<file path="config.mk">
export PLATFORM = sky130hd
export DESIGN_NAME = sub_shift_serial
export DESIGN_NICKNAME = d
export VERILOG_FILES = /design/src/rtl/aes_pkg.sv /design/src/rtl/sub_bytes.sv /design/src/rtl/sub_shift_serial.sv
export SDC_FILE = /design/constraint.sdc
export NUM_CORES = 1
export LEC_CHECK = 0
export BUFFER_PORTS_ARGS = -buffer_cell sky130_fd_sc_hd__buf_4
export CORE_ASPECT_RATIO = 2
export CORE_UTILIZATION = 40
export CTS_CLUSTER_SIZE = 40
export DETAILED_ROUTE_END_ITERATION = 7
export HOLD_SLACK_MARGIN = 0.08
export PLACE_DENSITY_LB_ADDON = 0.12
export SLEW_MARGIN = 10
export SYNTH_ARGS = -nofsm -noshare
export SYNTH_HDL_FRONTEND = slang
export SYNTH_SLANG_ARGS = --single-unit
</file>
<file path="constraint.sdc">
create_clock -name clk -period 63.9 [get_ports clk]
set_input_delay 3.195 -clock clk [delete_from_list [all_inputs] [get_ports clk]]
set_output_delay 3.195 -clock clk [all_outputs]
set_load 0.005 [all_outputs]
</file>
<file path="src/rtl/aes_pkg.sv">
// Shared types, constants and byte-index helpers for the AES round datapath.
package aes_pkg;

   typedef enum logic [1:0] {
      StIdle,
      StRun,
      StDone
   } sbsr_state_t;

   localparam int unsigned AES_STATE_BYTES = 16;

   // Byte i sits at row i%4, column i/4; ShiftRows moves it to column (c - r) mod 4.
   function automatic logic [3:0] shift_rows_idx(input logic [3:0] i);
      logic [1:0] r;
      logic [1:0] c;
      r = i[1:0];
      c = i[3:2];
      return {c - r, r};
   endfunction

   function automatic logic [7:0] state_byte(input logic [127:0] state, input logic [3:0] i);
      return state[8 * (AES_STATE_BYTES - 1 - int'(i)) +: 8];
   endfunction

endpackage

</file>
<file path="src/rtl/sub_bytes.sv">
// Combinational AES S-box: multiplicative inverse in GF(2^8) followed by the affine map.
module sub_bytes (
   input  logic [7:0] data_i,
   output logic [7:0] data_o
);

   function automatic logic [7:0] gf_mul(input logic [7:0] a, input logic [7:0] b);
      logic [7:0] p;
      logic [7:0] aa;
      p  = 8'h00;
      aa = a;
      for (int i = 0; i < 8; i++) begin
         if (b[i]) p = p ^ aa;
         aa = {aa[6:0], 1'b0} ^ (aa[7] ? 8'h1b : 8'h00);
      end
      return p;
   endfunction

   function automatic logic [7:0] rotl(input logic [7:0] a, input int unsigned n);
      return (a << n) | (a >> (8 - n));
   endfunction

   logic [7:0] x2, x3, x6, x12, x15, x30, x60, x120, x240, x252, inv;

   // x^254 is the inverse for nonzero x and maps 0 to 0, as the S-box requires.
   always_comb begin
      x2   = gf_mul(data_i, data_i);
      x3   = gf_mul(x2, data_i);
      x6   = gf_mul(x3, x3);
      x12  = gf_mul(x6, x6);
      x15  = gf_mul(x12, x3);
      x30  = gf_mul(x15, x15);
      x60  = gf_mul(x30, x30);
      x120 = gf_mul(x60, x60);
      x240 = gf_mul(x120, x120);
      x252 = gf_mul(x240, x12);
      inv  = gf_mul(x252, x2);
      data_o = inv ^ rotl(inv, 1) ^ rotl(inv, 2) ^ rotl(inv, 3) ^ rotl(inv, 4) ^ 8'h63;
   end

endmodule

</file>
<file path="src/rtl/sub_shift_serial.sv">
// Byte-serial SubBytes + ShiftRows: LANES S-boxes per cycle, results land directly in their
// ShiftRows slot of the output register.
module sub_shift_serial
   import aes_pkg::*;
#(
   parameter int unsigned LANES = 1
) (
   input  logic         clk,
   input  logic         rst,
   input  logic         in_valid,
   output logic         in_ready,
   input  logic [127:0] in_state,
   output logic         out_valid,
   input  logic         out_ready,
   output logic [127:0] out_state,
   output logic         busy
);

   if (!(LANES == 1 || LANES == 2 || LANES == 4)) begin : g_bad_lanes
      $error("sub_shift_serial: LANES must be 1, 2 or 4");
   end

   localparam logic [3:0] LastCnt = 4'(AES_STATE_BYTES / LANES - 1);

   sbsr_state_t  state_q, state_d;
   logic [3:0]   cnt_q, cnt_d;
   logic [127:0] src_q, src_d;
   logic [127:0] res_q, res_d;

   logic [3:0] src_idx [LANES];
   logic [3:0] dst_idx [LANES];
   logic [7:0] sb_in   [LANES];
   logic [7:0] sb_out  [LANES];

   for (genvar k = 0; k < LANES; k++) begin : g_lane
      assign src_idx[k] = cnt_q * 4'(LANES) + 4'(k);
      assign dst_idx[k] = shift_rows_idx(src_idx[k]);
      assign sb_in[k]   = state_byte(src_q, src_idx[k]);

      sub_bytes u_sbox (
         .data_i (sb_in[k]),
         .data_o (sb_out[k])
      );
   end

   always_comb begin
      state_d = state_q;
      cnt_d   = cnt_q;
      src_d   = src_q;
      res_d   = res_q;
      unique case (state_q)
         StIdle: begin
            if (in_valid) begin
               src_d   = in_state;
               cnt_d   = 4'd0;
               state_d = StRun;
            end
         end
         StRun: begin
            for (int k = 0; k < int'(LANES); k++) begin
               res_d[8 * (AES_STATE_BYTES - 1 - int'(dst_idx[k])) +: 8] = sb_out[k];
            end
            cnt_d = cnt_q + 4'd1;
            if (cnt_q == LastCnt) state_d = StDone;
         end
         StDone: begin
            if (out_ready) state_d = StIdle;
         end
         default: state_d = StIdle;
      endcase
   end

   always_ff @(posedge clk or posedge rst) begin
      if (rst) begin
         state_q <= StIdle;
         cnt_q   <= 4'd0;
         src_q   <= '0;
         res_q   <= '0;
      end else begin
         state_q <= state_d;
         cnt_q   <= cnt_d;
         src_q   <= src_d;
         res_q   <= res_d;
      end
   end

   // Handshake outputs come straight from the state register.
   assign in_ready  = (state_q == StIdle);
   assign out_valid = (state_q == StDone);
   assign busy      = (state_q != StIdle);
   assign out_state = res_q;

endmodule

</file>
* Word-level counts from Yosys, hierarchy flattened
Cells that the tools add are included.
Storage, ports and cells: register bits after elaboration 262, bits of input ports 132, logic and storage cells 359
Operators by class: add/subtract/negate cells 5, equal/unequal tests 6, shift-type cells 3, muxes and demuxes 172, bitwise gates (word level) 163, reductions and logical operators 6
Operators by type and width (count):
- $xor 8x8->8 | 158
- $mux 8 | 88
- $mux 5 | 77
- $bwmux 128 | 1
- $shift 8x34->128 const A | 1
- $shiftx 128x33->8 | 1
- $shiftx 8x34->128 | 1
- $neg 32->34 | 1
- $sub 4x4->5 const A | 2
- $or 8x1->8 | 1
- $or 8x2->8 | 1
- $or 8x3->8 | 1
- $or 8x4->8 | 1
- $pmux 4 s2 | 1
- $mux 2 | 3
- $pmux 2 s3 | 1
- $add 4x1->4 const B | 1
- $eq 4x4->1 const B | 1
- $mux 4 | 1
- $ne 2x2->1 const B | 2
- $not 4->4 | 1
- $reduce_and 2->1 | 2
- $reduce_bool 2->1 | 2
- $reduce_and 3->1 | 1
- other kinds (5) | 5

* Logic depth before layout (Yosys ltp)
Gate-level depths: netlist of run 1.
depth after elaboration 186, mapped depth 85, mapped depth without buffers 69

* Hierarchy
A second synthesis of run 1 with hierarchy kept.
Unflattened totals: cells, all modules 2477, area total of the unflattened synthesis 23073.4 um2
Modules (own cells, without submodules):
- sub_bytes | instances 1, cells each 1489, area each 11741.3 um2
- sub_shift_serial | instances 1, cells each 988, area each 11332.1 um2

* Least setup slack after synthesis of run 1
No wires, ideal clock.
path kind reg2reg, start point register cnt_q[0], end point register res_q[4] (netlist: out_state[4]), library setup time 150 ps, arrival time 19971 ps, setup slack 43778 ps, stages on the path, launching flop included 81, path buffers 15, period minus slack after synthesis 20122 ps, path through dfrtp_1 buf_6 buf_8 mux4_2 mux2i_4 mux2_2 inv_2 clkbuf_1 ha_1 clkbuf_1 xnor2_1 mux2_2 xor2_1 buf_2 nor2_1 a311oi_1 o22ai_1 a211o_1 [... 45 more ...] xnor2_2 xor2_2 mux2_1 o22ai_1 xnor2_1 xnor3_1 xnor3_2 buf_6 xor2_1 xnor2_1 a221oi_2 xnor3_1 xnor3_2 xor3_1 xor2_2 xor2_2 buf_4 mux2i_1
Between the ends: word-level cells in the longest chain between the ends 179, elaborated cells between the ends (all ways) 336
Ends and longest elaborated chain:
- start: declaration | line sub_shift_serial.sv:26 | logic [3:0] cnt_q, cnt_d;
- start signal: assignment | line sub_shift_serial.sv:81 | cnt_q <= cnt_d;
- $sub 4x4->5 | line aes_pkg.sv:22 | return state[8 * (AES_STATE_BYTES - 1 - int'(i)) +: 8];
- $shiftx 128x33->8 | line aes_pkg.sv:22
- $mux 5, or another cell as far along | line sub_bytes.sv:14 | aa = {aa[6:0], 1'b0} ^ (aa[7] ? 8'h1b : 8'h00);
- $xor 8x8->8, on equally long branches | line sub_bytes.sv:14, sub_bytes.sv:13
- $xor 8x8->8 or $mux 8 (tied branches) | line sub_bytes.sv:13 | if (b[i]) p = p ^ aa;
- $mux 8 or $xor 8x8->8 (tied branches) | line sub_bytes.sv:13
- $xor 8x8->8 or $mux 8 (tied branches) | line sub_bytes.sv:13
- $mux 8 or $xor 8x8->8 (tied branches) | line sub_bytes.sv:13
- [... 160 more ...]
- $mux 8 | line sub_bytes.sv:13
- $xor 8x8->8 | line sub_bytes.sv:13
- $mux 8 | line sub_bytes.sv:13
- $or 8x1->8 | line sub_bytes.sv:20 | return (a << n) | (a >> (8 - n));
- $xor 8x8->8 (4 in series) | line sub_bytes.sv:38 | data_o = inv ^ rotl(inv, 1) ^ rotl(inv, 2) ^ rotl(inv, 3) ^ rotl(inv, 4) ^ 8'h63;
- $not 4->4 (no source line)
- $shiftx 8x34->128 | line sub_shift_serial.sv:61 | res_d[8 * (AES_STATE_BYTES - 1 - int'(dst_idx[k])) +: 8] = sb_out[k];
- $bwmux 128 (*) | line sub_shift_serial.sv:61
- end signal: assignment | line sub_shift_serial.sv:83 | res_q <= res_d;
- end: declaration | line sub_shift_serial.sv:28 | logic [127:0] res_q, res_d;
Mark *: on every way between the ends. The rest lies on a longest branch, timed or not. A chain may end at the register's enable or synchronous reset.

* Worst setup path after layout of run 1
Same ends and word-level chain as after synthesis.

==> flow_results.xml, run 1 <==
<?xml version="1.0" encoding="UTF-8"?>
<metrics>
  <group name="synth">
    <metric name="syn_inst" unit="">2627</metric>
    <metric name="synth-seq-area-share" unit="%">27.89</metric>
    <metric name="synth_common_cells" unit="">nand2_1 (647), dfrtp_1 (262), xnor2_1 (253)</metric>
    <metric name="synth_area" unit="µm²">23510</metric>
    <metric name="yosysTopAreaCellShare" unit="%">27.89</metric>
    <metric name="synth_adder_area_share" unit="%">0.6920</metric>
    <metric name="synthDominantAreaCellType" unit="">dfrtp_1</metric>
    <metric name="xor_xnor_share_of_the_synthesized_area" unit="%">27.22</metric>
    <metric name="synth_warnings" unit="">0</metric>
    <metric name="synthesis.nets" unit="">2772</metric>
    <metric name="synth-edff-count" unit="">0</metric>
    <metric name="syn-mean-instance-area" unit="µm²">8.948</metric>
    <metric name="synth-compound-area-share" unit="%">11.09</metric>
    <metric name="main_combinational_cell_family_by_area_after_synthesis" unit="">XOR/XNOR gates</metric>
    <metric name="synth_mux_area_share" unit="%">8.820</metric>
    <metric name="synth_async_sr_flop_share" unit="%">100.0</metric>
    <metric name="post_synth_main_area_contributors" unit="">dfrtp_1 (28%), nand2_1 (10%), xnor2_1 (9.4%)</metric>
    <metric name="synth_flop_cell" unit="">dfrtp_1</metric>
    <metric name="synth-simple-area-share" unit="%">20.13</metric>
    <metric name="post_synth_cell_types" unit="">106</metric>
    <metric name="post-synth-top-count-cell" unit="">nand2_1</metric>
    <metric name="yosys_register_bits" unit="">262</metric>
  </group>
  <group name="clocking">
    <metric name="cts-root-to-sink-buffers" unit="">3</metric>
    <metric name="tritoncts.num_buffers" unit="">23</metric>
    <metric name="tritoncts_num_sinks" unit="">262</metric>
    <metric name="cts_root_buffer" unit="">clkbuf_16</metric>
    <metric name="cts_htree_levels" unit="">1</metric>
    <metric name="cts_tree" unit="">built</metric>
    <metric name="post_cts.repair.setup_buffers" unit="">0</metric>
    <metric name="post_cts_hold_buffer_count" unit="">0</metric>
    <metric name="cts_resized" unit="">0</metric>
    <metric name="clk_pin_slew" unit="ns">0.07</metric>
    <metric name="clock_latency" unit="ns">0.55</metric>
  </group>
  <group name="finish">
    <metric name="n_antenna_cell" unit="">0</metric>
    <metric name="areaGrowthSynthToFinish" unit="%">13.80</metric>
    <metric name="final_layout_size_suffix_gt1_share" unit="%">19.84</metric>
    <metric name="design_area" unit="µm²">26750</metric>
    <metric name="nets" unit="">2943</metric>
  </group>
  <group name="global_routing">
    <metric name="grt_util_all_layers" unit="%">25.22</metric>
    <metric name="first_global_vias" unit="">20000</metric>
    <metric name="antenna_violations_before_repair" unit="">0</metric>
    <metric name="globalRouteOverflowTotal" unit="">0</metric>
    <metric name="grt_first_pass_wirelength" unit="µm">117800</metric>
    <metric name="grt_start_max_net_pins" unit="">113</metric>
  </group>
  <group name="timing">
    <metric name="max_freq" unit="MHz">41.55</metric>
    <metric name="layout_min_cycle_time" unit="ns">24.07</metric>
    <metric name="clock-skew-final" unit="ns">0.02662</metric>
    <metric name="hold_slack" unit="ns">0.4737</metric>
    <metric name="slew_headroom" unit="%">22.96</metric>
    <metric name="timing_worst_slew_pin_value" unit="ns">1.147</metric>
    <metric name="layout_worst_path_cycle_share" unit="%">37.67</metric>
    <metric name="setup_total_negative_slack" unit="ns">0</metric>
    <metric name="fin_ws" unit="ns">39.83</metric>
    <metric name="timing_hold_violations_final" unit="">0</metric>
    <metric name="maxSlewViolCount" unit="">0</metric>
    <metric name="setup_violations" unit="">0</metric>
    <metric name="grt_setup_unrepaired" unit="">no</metric>
  </group>
  <group name="die">
    <metric name="initial_utilization" unit="%">40.51</metric>
    <metric name="placeableCoreArea" unit="µm²">58020</metric>
    <metric name="die_height" unit="µm">344.8</metric>
    <metric name="std_cell_rows" unit="">125</metric>
    <metric name="ioPinCount" unit="">263</metric>
    <metric name="die_span_x" unit="µm">173.4</metric>
    <metric name="die-area" unit="µm²">59800</metric>
  </group>
  <group name="critical_path">
    <metric name="critPathArrivalTime" unit="ns">24.43</metric>
    <metric name="timing.critical_path.to_type" unit="">register</metric>
    <metric name="worst-r2r-cell-count" unit="">74</metric>
    <metric name="critical_path_peak_fanout" unit="">31</metric>
    <metric name="worst_path_max_delay_cell" unit="">xor2_2</metric>
    <metric name="critical_path.max_stage_delay" unit="ns">0.86</metric>
    <metric name="crit_top_cell" unit="">xnor2_1</metric>
    <metric name="critical_path_source_type" unit="">register</metric>
    <metric name="crit_type" unit="">register to register</metric>
    <metric name="crit_required" unit="ns">64.27</metric>
  </group>
  <group name="place">
    <metric name="io_buffer_count" unit="">262</metric>
    <metric name="dp_worst_setup_slack" unit="ns">39.91</metric>
    <metric name="post_dp_cell_area" unit="µm²">26000</metric>
    <metric name="place_hpwl" unit="µm">57770</metric>
    <metric name="gp_congestion" unit="">0.9344</metric>
  </group>
  <group name="job">
    <metric name="cap_violations" unit="">0</metric>
  </group>
  <group name="route">
    <metric name="drt-pass1-iter-count" unit="">6</metric>
    <metric name="vias" unit="">19580</metric>
    <metric name="detail_route.wirelength" unit="µm">75740</metric>
    <metric name="first_iter_violations" unit="">1325</metric>
    <metric name="route.detailed.vias_per_inst" unit="">5.478</metric>
    <metric name="wl_per_cell" unit="µm">21.19</metric>
    <metric name="drc_errors" unit="">0</metric>
    <metric name="final_antenna_violating_net_count" unit="">0</metric>
  </group>
  <group name="run_status">
    <metric name="run_status" unit="">completed</metric>
  </group>
  <group name="hold_path">
    <metric name="worstHoldPathType" unit="">register to register</metric>
    <metric name="holdPathStages" unit="">2</metric>
  </group>
</metrics>
-- worst max-delay path, delay by kind of cell (launching register included) --
kind / cells / cell delay, ns
flip-flops: 1 / 0.67
buffers and inverters: 12 / 3.25
multiplexers: 6 / 2.08
adder cells (fa/ha/maj): 6 / 2.86
AO/OA/AOI/OAI: 6 / 1.65
AND/OR/NAND/NOR: 10 / 1.86
XOR/XNOR: 34 / 11.38
-- cell families (layout without fill, tap and decap cells) --
family | after synthesis | count (layout)
buffers and inverters | 202 | 388
adders and majority gates | 13 | 13
DFF | 262 | 262
AOI/OAI and AO/OA | 397 | 397
xor gates and xnor gates | 501 | 501
and+or+nand+nor | 1103 | 1103
muxes | 149 | 149
-- sequential cells by signal (all words and copies together), names as in the netlist --
| name | cells |
|---|---|
| cnt_q | 4 |
| out_state | 128 |
| src_q | 128 |
| state_q | 2 |
-- path summary, 6_finish.rpt --
kind,to,from,slack [ns]
setup / recovery,out_state[4],cnt_q[0],39.83
hold / removal,src_q[17],src_q[17],0.47
setup reg to reg,out_state[4],cnt_q[0],39.83
hold reg to reg,src_q[17],src_q[17],0.47
max in group asynchronous,out_state[4],rst,58.65
min in group asynchronous,out_state[26],rst,2.80
-- per-stage QoR --
stage / utilization [%] / instances
floorplan: - / 2627
global placement: 44.81 / 3535
detailed placement: 44.81 / 3535
CTS: 46.10 / 3575
global route: 46.10 / 3575
finish: 46.10 / 3575
-- per-layer routing --
metal | track usage [%] | share of wire [%]
met1 | 26.38 | 35
met2 | 48.90 | 55
met3 | 3.353 | 4.8
met4 | 12.48 | 5.0
met5 | 0 | 0
-- final cells by class --
type,instances,area (µm²)
inverter,37,146.4
fill,5617,31280
clock buffer,33,673.1
sequential,262,6559
clock inverter,7,77.57
multi-input combinational,2163,16010
timing repair buffer,311,2335
tap,762,953.4
-- placed cells by master, fill, tap and decap left out, types with 9 or more instances in the layout --
cell,count
xor3_1,9
or3_1,20
nand4_1,14
dfrtp_1,260
inv_1,28
a21oi_1,68
a22oi_1,9
mux2_2,38
nor2b_1,15
o22ai_1,16
o21ai_0,66
mux2i_2,9
and2_1,24
xnor3_1,79
xor2_1,85
ha_1,13
xnor2_2,29
mux2i_1,59
nand2b_1,14
clkbuf_16,23
o211ai_1,11
mux4_2,30
nor2_1,199
xnor3_2,14
buf_4,311
o21a_1,10
nor3b_1,12
xnor2_1,251
o21ai_1,83
nand3_1,56
xor2_2,23
nand2_1,646
nor3_1,50
o31ai_1,20
and3_1,13
Power of run 1 is left out: the tool's default activity adds up to more than one toggle a clock period on the data nets, which glitch-free logic cannot reach.
==> run 2, diff against run 1 <==
==> constraint.sdc (replaced) <==
create_clock -name clk -period 24.2 [get_ports clk]
set_input_delay 1.21 -clock clk [delete_from_list [all_inputs] [get_ports clk]]
set_output_delay 1.21 -clock clk [all_outputs]
set_load 0.005 [all_outputs]
==> run 2 against run 1 <==
Compared with the run above:
- non-clock buffer count rose by 23
- hold slack got worse by 0.0020 ns
- final cell count rose by 0.53%
- die area did not move
- first-iteration DRC count fell by 1.4%
- final area rose by 0.63%
- critical endpoint is now out_state[27]
==> flow_results.xml, run 2 (synthesized netlist as in run 1, its figures left out) <==
<?xml version="1.0" encoding="UTF-8"?>
<metrics>
  <group name="critical_path">
    <metric name="critical_path_peak_fanout" unit="">28</metric>
    <metric name="crit_type" unit="">register to register</metric>
    <metric name="timing.critical_path.to_type" unit="">register</metric>
    <metric name="crit-reg2reg-capture" unit="">out_state[27]</metric>
    <metric name="cp-endpoint" unit="">out_state[27]</metric>
    <metric name="reg2reg_slack" unit="ns">1.65</metric>
    <metric name="cp_num_cells" unit="">63</metric>
    <metric name="critPathArrivalTime" unit="ns">23.03</metric>
    <metric name="critical_path.max_stage_delay" unit="ns">1.00</metric>
    <metric name="launch_instance_of_the_worst_register_to_register_path" unit="">cnt_q[0]</metric>
    <metric name="crit_top_cell" unit="">xnor2_1</metric>
    <metric name="crit_family" unit="">XOR/XNOR gates</metric>
    <metric name="crit_required" unit="ns">24.68</metric>
    <metric name="worst-r2r-cell-count" unit="">63</metric>
    <metric name="combined_buffer_and_inverter_count_along_the_critical_path" unit="">5</metric>
    <metric name="worst_path_max_delay_cell" unit="">xnor3_1</metric>
    <metric name="origin_of_the_worst_setup_path" unit="">cnt_q[0]</metric>
    <metric name="critical_path_source_type" unit="">register</metric>
  </group>
  <group name="clocking">
    <metric name="cts-root-to-sink-buffers" unit="">3</metric>
    <metric name="cts_resized" unit="">0</metric>
    <metric name="clk_pin_slew" unit="ns">0.08</metric>
    <metric name="post_cts_hold_buffer_count" unit="">0</metric>
    <metric name="cts_tree" unit="">built</metric>
    <metric name="tritoncts.num_buffers" unit="">22</metric>
    <metric name="post_cts.repair.setup_buffers" unit="">0</metric>
    <metric name="cts_htree_levels" unit="">1</metric>
    <metric name="clock_latency" unit="ns">0.55</metric>
    <metric name="cts_root_buffer" unit="">clkbuf_16</metric>
    <metric name="tritoncts_num_sinks" unit="">262</metric>
  </group>
  <group name="global_routing">
    <metric name="antenna_violations_before_repair" unit="">1</metric>
    <metric name="globalRouteOverflowTotal" unit="">0</metric>
    <metric name="grt_start_max_net_pins" unit="">92</metric>
    <metric name="grt_util_all_layers" unit="%">25.06</metric>
    <metric name="grt_first_pass_wirelength" unit="µm">117300</metric>
    <metric name="first_global_vias" unit="">20280</metric>
  </group>
  <group name="finish">
    <metric name="areaGrowthSynthToFinish" unit="%">14.51</metric>
    <metric name="layout.area.seq" unit="µm²">6559</metric>
    <metric name="final.fill_count" unit="">5658</metric>
    <metric name="nets" unit="">2965</metric>
    <metric name="final_layout_size_suffix_gt1_share" unit="%">20.45</metric>
    <metric name="layout_common_cells" unit="">nand2_1 (646), buf_4 (333), dfrtp_1 (260)</metric>
    <metric name="multiInputGateArea" unit="µm²">16010</metric>
    <metric name="final_common_cell" unit="">nand2_1</metric>
    <metric name="final_core_util" unit="%">46.39</metric>
  </group>
  <group name="timing">
    <metric name="maxSlewViolCount" unit="">0</metric>
    <metric name="layout_worst_path_cycle_share" unit="%">93.18</metric>
    <metric name="slew_headroom" unit="%">25.49</metric>
    <metric name="fin_ws" unit="ns">1.649</metric>
    <metric name="clock-skew-final" unit="ns">0.02285</metric>
    <metric name="max_freq" unit="MHz">44.34</metric>
    <metric name="grt_setup_unrepaired" unit="">no</metric>
    <metric name="hold_slack" unit="ns">0.4716</metric>
    <metric name="timing_hold_violations_final" unit="">0</metric>
    <metric name="timing_worst_slew_pin_value" unit="ns">1.087</metric>
    <metric name="setup_violations" unit="">0</metric>
    <metric name="layout_min_cycle_time" unit="ns">22.55</metric>
    <metric name="setup_total_negative_slack" unit="ns">0</metric>
  </group>
  <group name="die">
    <metric name="std_cell_rows" unit="">125</metric>
    <metric name="die_span_x" unit="µm">173.4</metric>
    <metric name="die_height" unit="µm">344.8</metric>
    <metric name="placeableCoreArea" unit="µm²">58020</metric>
    <metric name="initial_utilization" unit="%">40.51</metric>
    <metric name="ioPinCount" unit="">263</metric>
    <metric name="die-area" unit="µm²">59800</metric>
  </group>
  <group name="hold_path">
    <metric name="worstHoldPathType" unit="">register to register</metric>
    <metric name="timing.hold.worst.start" unit="">src_q[4]</metric>
  </group>
  <group name="route">
    <metric name="drt-pass1-iter-count" unit="">5</metric>
    <metric name="final_antenna_violating_net_count" unit="">0</metric>
    <metric name="drc_errors" unit="">0</metric>
    <metric name="wl_per_cell" unit="µm">21.03</metric>
    <metric name="vias" unit="">19730</metric>
    <metric name="detail_route.wirelength" unit="µm">75570</metric>
    <metric name="route.detailed.vias_per_inst" unit="">5.488</metric>
    <metric name="first_iter_violations" unit="">1307</metric>
  </group>
  <group name="place">
    <metric name="dp_worst_setup_slack" unit="ns">1.929</metric>
    <metric name="place_hpwl" unit="µm">57790</metric>
    <metric name="io_buffer_count" unit="">262</metric>
    <metric name="gp_congestion" unit="">0.9437</metric>
  </group>
  <group name="job">
    <metric name="cap_violations" unit="">0</metric>
  </group>
  <group name="run_status">
    <metric name="run_status" unit="">completed</metric>
  </group>
</metrics>
run 2: cell types whose count changed in the layout (fill, tap and decap cells not counted), sizes merged:
| cell | delta |
|---|---|
| clkinvlp | +1 |
| clkbuf | -4 |
| inv | -3 |
| bufinv | +1 |
| buf | +23 |
| diode | +1 |
run 2: worst min-delay path: cells and delay by family, from the launching register on:
kind	cells	cell delay, ns
flops	1	0.34
simple gates	2	0.10
run 2: metrics by stage:
stage | instances | instance area, µm²
after floorplan | 2627 | 23510
after global placement | 3558 | 26180
after detailed placement | 3558 | 26180
after CTS | 3593 | 26910
after global routing | 3594 | 26920
final | 3594 | 26920
run 2: worst min path at each step:
stage / to / slack [ns] / depth (start not counted)
finish: src_q[4] / 0.47 / 2
global route: src_q[126] / 0.50 / 2
CTS: src_q[4] / 0.48 / 2
detailed placement: src_q[46] / 0.46 / 2
global placement: src_q[44] / 0.45 / 2
floorplan: src_q[20] / 0.44 / 2
run 2: area by class of cell:
class	instances	share of cell area (%)
repair buffers	334	9.362
clock buffers	29	2.366
flip-flops and latches	262	24.37
clock inverters	6	0.3486
well taps	762	3.542
diodes	1	0.009297
multi-input cells	2163	59.46
inverters	37	0.5439
run 2: layer usage:
| metal | track usage [%] | share of wire, % | vias to the layer above |
|---|---|---|---|
| met1 | 25.37 | 35 | 9567 |
| li1 | - | - | 9287 |
| met2 | 49.20 | 55 | 655 |
| met4 | 13.42 | 5.6 | 0 |
| met3 | 3.254 | 4.7 | 216 |
| met5 | 0 | 0 | - |
Power of run 2 is left out for the same reason.
==> run 3, diff against run 2 <==
--- a/config.mk
+++ b/config.mk
@@ -12,6 +12,7 @@
 export DETAILED_ROUTE_END_ITERATION = 7
 export HOLD_SLACK_MARGIN = 0.08
 export PLACE_DENSITY_LB_ADDON = 0.12
+export REMOVE_ABC_BUFFERS = 1
 export SLEW_MARGIN = 10
 export SYNTH_ARGS = -nofsm -noshare
 export SYNTH_HDL_FRONTEND = slang
==> run 3 against run 2 <==
Compared with the run above:
- final area hardly changed
- critical endpoint is now out_state[5]
- sequential share of layout area about the same
- via count fell by 0.13%
- core utilization hardly changed
- clock skew rose by 0.0080 ns
==> flow_results.xml, run 3 (synthesized netlist as in run 1, its figures left out) <==
<?xml version="1.0" encoding="UTF-8"?>
<metrics>
  <group name="clocking">
    <metric name="cts_root_buffer" unit="">clkbuf_16</metric>
    <metric name="cts-root-to-sink-buffers" unit="">3</metric>
    <metric name="post_cts_hold_buffer_count" unit="">0</metric>
    <metric name="clk_pin_slew" unit="ns">0.08</metric>
    <metric name="tritoncts.num_buffers" unit="">22</metric>
    <metric name="post_cts.repair.setup_buffers" unit="">0</metric>
    <metric name="cts_tree" unit="">built</metric>
    <metric name="clock_latency" unit="ns">0.55</metric>
    <metric name="tritoncts_num_sinks" unit="">262</metric>
    <metric name="cts_htree_levels" unit="">1</metric>
    <metric name="cts_resized" unit="">0</metric>
  </group>
  <group name="critical_path">
    <metric name="critical_path_peak_fanout" unit="">24</metric>
    <metric name="worst_path_max_delay_cell" unit="">xnor3_1</metric>
    <metric name="critical_path_source_type" unit="">register</metric>
    <metric name="timing.critical_path.to_type" unit="">register</metric>
    <metric name="crit_type" unit="">register to register</metric>
    <metric name="critical_path.max_stage_delay" unit="ns">1.01</metric>
    <metric name="crit_top_cell" unit="">xnor2_1</metric>
    <metric name="crit_required" unit="ns">24.60</metric>
    <metric name="critPathArrivalTime" unit="ns">23.22</metric>
  </group>
  <group name="finish">
    <metric name="areaGrowthSynthToFinish" unit="%">14.48</metric>
    <metric name="n_antenna_cell" unit="">0</metric>
    <metric name="final_common_cell" unit="">nand2_1</metric>
    <metric name="final_layout_size_suffix_gt1_share" unit="%">20.49</metric>
    <metric name="layout_common_cells" unit="">nand2_1 (646), buf_4 (334), dfrtp_1 (260)</metric>
    <metric name="nets" unit="">2965</metric>
    <metric name="final_core_util" unit="%">46.38</metric>
    <metric name="final.fill_count" unit="">5615</metric>
    <metric name="design_area" unit="µm²">26910</metric>
  </group>
  <group name="timing">
    <metric name="layout_worst_path_cycle_share" unit="%">94.28</metric>
    <metric name="setup_total_negative_slack" unit="ns">0</metric>
    <metric name="layout_min_cycle_time" unit="ns">22.82</metric>
    <metric name="slew_headroom" unit="%">27.86</metric>
    <metric name="maxSlewViolCount" unit="">0</metric>
    <metric name="grt_setup_unrepaired" unit="">no</metric>
    <metric name="fin_ws" unit="ns">1.384</metric>
    <metric name="timing_hold_violations_final" unit="">0</metric>
    <metric name="clock-skew-final" unit="ns">0.03084</metric>
    <metric name="setup_violations" unit="">0</metric>
    <metric name="timing_worst_slew_pin_value" unit="ns">1.052</metric>
    <metric name="max_freq" unit="MHz">43.83</metric>
  </group>
  <group name="route">
    <metric name="detail_route.wirelength" unit="µm">75250</metric>
    <metric name="final_antenna_violating_net_count" unit="">0</metric>
    <metric name="route.detailed.vias_per_inst" unit="">5.475</metric>
    <metric name="drt-pass1-iter-count" unit="">5</metric>
    <metric name="vias" unit="">19700</metric>
    <metric name="wl_per_cell" unit="µm">20.91</metric>
    <metric name="drc_errors" unit="">0</metric>
    <metric name="first_iter_violations" unit="">1187</metric>
  </group>
  <group name="die">
    <metric name="die_span_x" unit="µm">173.4</metric>
    <metric name="ioPinCount" unit="">263</metric>
    <metric name="die_height" unit="µm">344.8</metric>
    <metric name="initial_utilization" unit="%">40.51</metric>
    <metric name="placeableCoreArea" unit="µm²">58020</metric>
    <metric name="std_cell_rows" unit="">125</metric>
    <metric name="die-area" unit="µm²">59800</metric>
  </group>
  <group name="place">
    <metric name="place_hpwl" unit="µm">57660</metric>
    <metric name="dp_worst_setup_slack" unit="ns">1.586</metric>
    <metric name="io_buffer_count" unit="">262</metric>
    <metric name="post_dp_cell_area" unit="µm²">26170</metric>
    <metric name="gp_congestion" unit="">0.9617</metric>
  </group>
  <group name="global_routing">
    <metric name="antenna_violations_before_repair" unit="">0</metric>
    <metric name="first_global_vias" unit="">20290</metric>
    <metric name="globalRouteOverflowTotal" unit="">0</metric>
    <metric name="grt_first_pass_wirelength" unit="µm">116900</metric>
    <metric name="grt_util_all_layers" unit="%">25.02</metric>
    <metric name="grt_start_max_net_pins" unit="">125</metric>
  </group>
  <group name="run_status">
    <metric name="run_status" unit="">completed</metric>
  </group>
  <group name="job">
    <metric name="cap_violations" unit="">0</metric>
  </group>
  <group name="hold_path">
    <metric name="worstHoldPathType" unit="">register to register</metric>
  </group>
</metrics>
==> run 3: cell types whose count changed in the layout (fill, tap and decap cells not counted) <==
cell      before  now
buf_12         1    0
buf_4        333  334
clkbuf_1       1    3
clkbuf_8       6    4
clkinv_2       2    5
diode_2        1    0
inv_6          0    2
mux2i_1       59   60
mux2i_2        9    8
==> run 3: final cells by class <==
cell class,instances,area [µm²],share of cell area (%)
repair buffers,334,2507,9.317
multi-input cells,2163,16000,59.46
well taps,762,953.4,3.543
clock inverters,11,126.4,0.4696
flip-flops and latches,262,6559,24.37
inverters,37,146.4,0.5440
clock buffers,29,616.8,2.292
==> run 3: worst paths after layout <==
path / end / slack, ns / from / cells after the start
max: out_state[5] / 1.38 / cnt_q[1] / 67
min: src_q[2] / 0.47 / src_q[2] / 2
max reg2reg: out_state[5] / 1.38 / cnt_q[1] / 67
min reg2reg: src_q[2] / 0.47 / src_q[2] / 2
max in group asynchronous: out_state[50] / 21.87 / rst / 3
min in group asynchronous: src_q[53] / 0.86 / rst / 2
==> run 3: critical path, delay by kind of cell, from the launching register on <==
kind / cells / cell delay, ns
AO/OA/AOI/OAI: 12 / 3.05
XOR/XNOR: 33 / 12.57
adder cells (fa/ha/maj): 3 / 1.32
buffers and inverters: 6 / 1.43
flip-flops: 1 / 0.79
multiplexers: 7 / 2.46
AND/OR/NAND/NOR: 6 / 1.00
==> run 3: metrics by stage <==
step                      std cells  hold slack [ns]
after floorplan                2462           0.4373
after global placement         3558           0.4508
after detailed placement       3558           0.4582
after CTS                      3598           0.4758
after global routing           3598           0.4879
final                          3598           0.4739
==> run 3: routing by layer <==
layer  vias to the layer above  GRT usage [%]  routed length, µm
met5                         -              0                  0
met4                         0          12.81               3866
met3                       193          2.661               3182
met2                       672          49.60              41710
met1                      9539          25.52              26490
li1                       9296              -                  -
Power of run 3 is left out for the same reason.
